$ cat src/rtl/axis_level_fifo.sv
// Synchronous AXI-stream FIFO with fill level, watermarks and flush; any depth >= 2.
// Define AXIS_LEVEL_FIFO_STATS_EN to build the hwm / stall_cnt statistics counters.
module axis_level_fifo #(
    parameter type DATA_TYPE  = logic [7:0],
    parameter int  FIFO_DEPTH = 16,
    parameter int  AF_THRESH  = FIFO_DEPTH - 2,
    parameter int  AE_THRESH  = 2,
    localparam int LW         = $clog2(FIFO_DEPTH + 1)
) (
    input  logic          clk,
    input  logic          rst_n,
    input  logic          flush,
    input  DATA_TYPE      axis_i_data,
    input  logic          axis_i_vld,
    output logic          axis_i_rdy,
    output DATA_TYPE      axis_o_data,
    output logic          axis_o_vld,
    input  logic          axis_o_rdy,
    output logic          full,
    output logic          empty,
    output logic          almost_full,
    output logic          almost_empty,
    output logic [LW-1:0] level,
    output logic [LW-1:0] hwm,
    output logic [15:0]   stall_cnt
);

    localparam int PW = (FIFO_DEPTH > 1) ? $clog2(FIFO_DEPTH) : 1;
    localparam logic [PW-1:0] LAST_IDX = PW'(FIFO_DEPTH - 1);
    localparam logic [LW-1:0] DEPTH_L  = LW'(FIFO_DEPTH);
    localparam logic [LW-1:0] AF_L     = LW'(AF_THRESH);
    localparam logic [LW-1:0] AE_L     = LW'(AE_THRESH);

    DATA_TYPE      mem [FIFO_DEPTH];
    logic [PW-1:0] wptr;
    logic [PW-1:0] rptr;
    logic          wr_ok;
    logic          rd_ok;

    // Explicit wrap so non-power-of-two depths index only valid entries.
    function automatic logic [PW-1:0] next_ptr(input logic [PW-1:0] p);
        return (p == LAST_IDX) ? '0 : p + 1'b1;
    endfunction

    assign full         = (level == DEPTH_L);
    assign empty        = (level == '0);
    assign almost_full  = (level >= AF_L);
    assign almost_empty = (level <= AE_L);

    assign axis_i_rdy  = ~full & ~flush;
    assign axis_o_vld  = ~empty & ~flush;
    assign axis_o_data = mem[rptr];

    assign wr_ok = axis_i_vld & axis_i_rdy;
    assign rd_ok = axis_o_vld & axis_o_rdy;

    always_ff @(posedge clk) begin
        if (wr_ok) begin
            mem[wptr] <= axis_i_data;
        end
    end

    always_ff @(posedge clk) begin
        if (!rst_n) begin
            wptr  <= '0;
            rptr  <= '0;
            level <= '0;
        end else if (flush) begin
            wptr  <= '0;
            rptr  <= '0;
            level <= '0;
        end else begin
            if (wr_ok) begin
                wptr <= next_ptr(wptr);
            end
            if (rd_ok) begin
                rptr <= next_ptr(rptr);
            end
            case ({wr_ok, rd_ok})
                2'b10:   level <= level + 1'b1;
                2'b01:   level <= level - 1'b1;
                default: level <= level;
            endcase
        end
    end

`ifdef AXIS_LEVEL_FIFO_STATS_EN
    // Statistics survive flush; only reset clears them.
    always_ff @(posedge clk) begin
        if (!rst_n) begin
            hwm       <= '0;
            stall_cnt <= '0;
        end else begin
            if (level > hwm) begin
                hwm <= level;
            end
            if (axis_i_vld && !axis_i_rdy && stall_cnt != 16'hFFFF) begin
                stall_cnt <= stall_cnt + 16'd1;
            end
        end
    end
`else
    assign hwm       = '0;
    assign stall_cnt = '0;
`endif

endmodule
$ cat config.mk
export PLATFORM = sky130hd
export DESIGN_NAME = axis_level_fifo
export DESIGN_NICKNAME = d
export VERILOG_FILES = /design/src/rtl/axis_level_fifo.sv
export SDC_FILE = /design/constraint.sdc
export NUM_CORES = 1
export LEC_CHECK = 0
export CORE_MARGIN = 8
export CORE_UTILIZATION = 24
export CTS_CLUSTER_DIAMETER = 100
export DETAILED_ROUTE_END_ITERATION = 12
export DONT_BUFFER_PORTS = 1
export HOLD_SLACK_MARGIN = 0.1
export PLACE_DENSITY = 0.43
export SETUP_SLACK_MARGIN = 0.4
export SLEW_MARGIN = 5
export SYNTH_ARGS = -nofsm -noshare
export SYNTH_HDL_FRONTEND = slang
export SYNTH_SLANG_ARGS = --single-unit
$ cat constraint.sdc
create_clock -name clk -period 4.35 [get_ports clk]
set_input_delay 0.2175 -clock clk [delete_from_list [all_inputs] [get_ports clk]]
set_output_delay 0.2175 -clock clk [all_outputs]
set_load 0.1 [all_outputs]
==> results.md <==
* Synth-to-Final Area Change at 16.81%
* Congestion Overflow GR at 0
* Initial antenna violation count at 0
* First-pass GRT wire length at 21100 um
* Type of the worst min-delay path: in -> reg
* Number of nets at the end of the flow at 399
* Total Die Area at 31030 um^2
* I/O pin cnt at 53
* Initial standard-cell utilization of the core at 0.2444
* CTS tree: done
* Worst flop-to-flop path startpoint: level[4]
* RSZ-0062 raised after global routing: no
* Data required time at the worst endpoint at 4.68 ns
* Final Critical Period at 3.230 ns
* Kind of end point of the critical path: register
* CTS sink cnt at 145
* Max-cap viol count at 0
* Sum of net half-perimeters after detailed placement at 8959 um
* CTS Buf Count at 17
* Input/output buffers at 0
* Routed vias/inst at 4.396
* Setup Skew at 0.008544 ns
* H-tree lvl count at 4
* Slew Limit Fails at 0
* Maximum number of pins on one net before global-route repair at 33
* Reg-to-Reg End: level[4]
* Post-route DRC violation count at 0
* Number of rows created at floorplan at 58
* Startpoint Class: register
* Count of flip-flops with a built-in enable after synthesis at 128
* Die X-Extent at 176.1 um
* Depth of the worst register-to-register path at 8
* Count of filler cells inserted in the layout at 2503
* Die Y at 176.1 um
* GRT met1 Usage at 0.1207
* Total routing usage reported by global routing at 0.09274
* Count leader, synth: sky130_fd_sc_hd__edfxtp_1
* Detailed-router iteration count before antenna repair at 5
* Highest clock frequency the design can meet at 0.3096 GHz
* Share of Yosys cell area claimed by the top area cell type at 0.6245
* Area of the placeable core at 25180 um^2
* Critical Path Source: level[4]
* Worst slew pin tran at 1.029 ns
* Number of global-route vias before repair at 3395
* Cell area after placement at 6484 um^2
* Post-synth ARST share at 0
* Share of synthesized area occupied by flip-flops and latches at 0.6798
* Capture point of the worst path: level[4]
* Busiest layer in global routing: met2
* Buffers inserted during post-CTS setup optimization at 0
* Share of post-route cells with drive strength above 1 at 0.2256
* Root cell of the clock tree: sky130_fd_sc_hd__clkbuf_16
* Leading post-synthesis cells by instance count: sky130_fd_sc_hd__edfxtp_1, sky130_fd_sc_hd__mux4_2, sky130_fd_sc_hd__buf_4
* Antenna cells at 0
* Number of stages on the worst hold path at 3
* Worst IR drop on VDD at 244.1 uV
* Outcome: completed
* Total of warnings raised by yosys at 0
* #FFs+latches synth at 145
* Clock input transition at the sequential cells of the worst setup and hold paths at 0.06 ns
* Buffer depth of the longest clock path at 2
* Arr. time, crit path at 3.56 ns
* Max transition margin at 0.3112
* Startpoint-to-endpoint class of the critical path: reg -> reg
* Skew-Pair Late Insertion Delay at 0.41 ns
* Count of endpoints failing setup in the final report at 0
* Routing usage on met2 at 0.1413
* Number of different library cells in the post-synthesis netlist at 51
* Yosys top cell by area: sky130_fd_sc_hd__edfxtp_1
* Cells taking the most area after synthesis: sky130_fd_sc_hd__edfxtp_1, sky130_fd_sc_hd__mux4_2, sky130_fd_sc_hd__dfxtp_1
* Syn Std Cell Area at 6155 um^2
* PD cells at 446.5 nW/um^2
* Worst setup slack for register-to-register paths at 1.12 ns
* Commonest register cell after synthesis: sky130_fd_sc_hd__edfxtp_1
* Total instance count after detailed placement at 678
* Post-route cell area at 7189 um^2
* Number of instances in the synthesized netlist at 355
* Final cycle utilization of the critical path at 0.7425
* Mean instance size in the synthesized netlist at 17.34 um^2
* Number of DRC markers after the initial detailed-route iteration at 203
* Routing usage on met3 at 0.03439
* Final standard cell utilization of the core at 0.2855
* Routed wirelength normalized by instance count at 19.33 um
* Beginning of the worst hold path: axis_o_rdy
* Detailed-route wire length at 13920 um
* ANT nets after route at 0
* Lkg Pwr at 2.365 nW
* Cell Count, Final, Fillers Out at 720
* Routed via count at 3165
* Fin. Hold Viols at 0
* Setup TNS at 0 ns
* Maximum fanout along the worst path at 9
* Final estimated routing congestion in global placement at 0.7254
metal layers:
metal | part of all wire | up-vias
met3 | 0.082 | 13
met4 | 0.011 | 0
met5 | 0 | -
li1 | - | 1415
met1 | 0.45 | 1632
met2 | 0.46 | 105
state kept, by name, indices dropped and copies added, names as in the netlist, named ones only:
register	count
rptr	4
level	5
mem	128
wptr	4
worst max-delay path, stage by stage, from the launching register on:
cell	delay [ns]
sky130_fd_sc_hd__dfxtp_1	0.45
sky130_fd_sc_hd__buf_4	0.39
sky130_fd_sc_hd__inv_1	0.14
sky130_fd_sc_hd__a211o_4	0.38
sky130_fd_sc_hd__inv_1	0.09
sky130_fd_sc_hd__ha_1	0.33
sky130_fd_sc_hd__or4b_1	0.59
sky130_fd_sc_hd__dlygate4sd3_1	0.59
sky130_fd_sc_hd__o211ai_1	0.19
how the worst min path moves through the flow:
stage | to | slack (ns)
after floorplan | mem[0][0] | 0.32
after global placement | mem[8][3] | 0.32
after detailed placement | mem[8][3] | 0.32
after CTS | wptr[3] | 0.15
after global routing | rptr[3] | 0.17
final | rptr[3] | 0.17
cell usage in the layout, fill, tap and decap left out, types with 2 or more instances in the layout:
cell | netlist | routed
sky130_fd_sc_hd__dlygate4sd3_1 | 0 | 10
sky130_fd_sc_hd__bufinv_16 | 0 | 3
sky130_fd_sc_hd__and2_2 | 2 | 2
sky130_fd_sc_hd__nand2_1 | 14 | 14
sky130_fd_sc_hd__edfxtp_1 | 128 | 128
sky130_fd_sc_hd__a211oi_1 | 3 | 3
sky130_fd_sc_hd__clkinv_1 | 0 | 2
sky130_fd_sc_hd__conb_1 | 1 | 21
sky130_fd_sc_hd__a21o_1 | 2 | 2
sky130_fd_sc_hd__clkinvlp_4 | 0 | 3
sky130_fd_sc_hd__inv_1 | 10 | 10
sky130_fd_sc_hd__o21ai_0 | 4 | 4
sky130_fd_sc_hd__a21oi_1 | 8 | 7
sky130_fd_sc_hd__dfxtp_1 | 17 | 16
sky130_fd_sc_hd__and3_1 | 12 | 12
sky130_fd_sc_hd__xor2_1 | 3 | 3
sky130_fd_sc_hd__a211oi_2 | 2 | 2
sky130_fd_sc_hd__nand3b_1 | 2 | 2
sky130_fd_sc_hd__nor2_1 | 7 | 6
sky130_fd_sc_hd__ha_1 | 9 | 9
sky130_fd_sc_hd__inv_6 | 0 | 4
sky130_fd_sc_hd__nor2b_1 | 4 | 4
sky130_fd_sc_hd__mux4_2 | 32 | 32
sky130_fd_sc_hd__nand3_1 | 4 | 4
sky130_fd_sc_hd__nand2b_1 | 3 | 3
sky130_fd_sc_hd__a22oi_1 | 16 | 16
sky130_fd_sc_hd__clkbuf_16 | 0 | 17
sky130_fd_sc_hd__or3_1 | 3 | 3
sky130_fd_sc_hd__and2_1 | 5 | 5
sky130_fd_sc_hd__mux2i_1 | 3 | 3
sky130_fd_sc_hd__buf_4 | 23 | 12
through the flow:
step / setup WS [ns] / power [mW] / hold slack, ns
final: 1.120 / 3.210 / 0.1743
after floorplan: 0.8501 / 1.719 / 0.3164
after detailed placement: 1.261 / 1.718 / 0.3182
after CTS: 1.044 / 3.246 / 0.1504
after global routing: 0.9625 / 3.302 / 0.1741
after global placement: 1.280 / 1.718 / 0.3182
final cells by class:
| class | count | area, um^2 | area share |
|---|---|---|---|
| Sequential cell | 145 | 4185 | 0.5821 |
| Timing Repair Buffer | 22 | 190.2 | 0.02645 |
| Clock buffer | 17 | 425.4 | 0.05917 |
| Inverter | 10 | 37.54 | 0.005221 |
| Tap cell | 330 | 412.9 | 0.05743 |
| Multi-Input combinational cell | 181 | 1758 | 0.2445 |
| Clock inverter | 15 | 180.2 | 0.02506 |
kinds of logic (layout without fill, tap and decap cells):
logic type | count (synthesis) | in the layout | synth area share
muxes | 35 | 35 | 0.1220
xor gates and xnor gates | 3 | 3 | 0.004270
AOI/OAI and AO/OA | 48 | 48 | 0.05957
DFF | 145 | 145 | 0.6798
adders and majority gates | 9 | 9 | 0.01830
buffers and inverters | 49 | 64 | 0.05082
other | 1 | 21 | 0.0006093
and+or+nand+nor | 65 | 65 | 0.06465
report_power, final:
group          total (mW)  switching, mW  leakage, nW  internal, mW
Clock                1.50          0.588        0.288         0.908
Sequential           1.52        0.00301         1.29          1.52
Combinational       0.192          0.168        0.787        0.0244
timing repair:
action	4_1_cts	5_1_grt
gates resized for setup	0	0
hold buffers	10	0
hold endpoints to repair	134	0
Power figures use the tool's default switching activity.
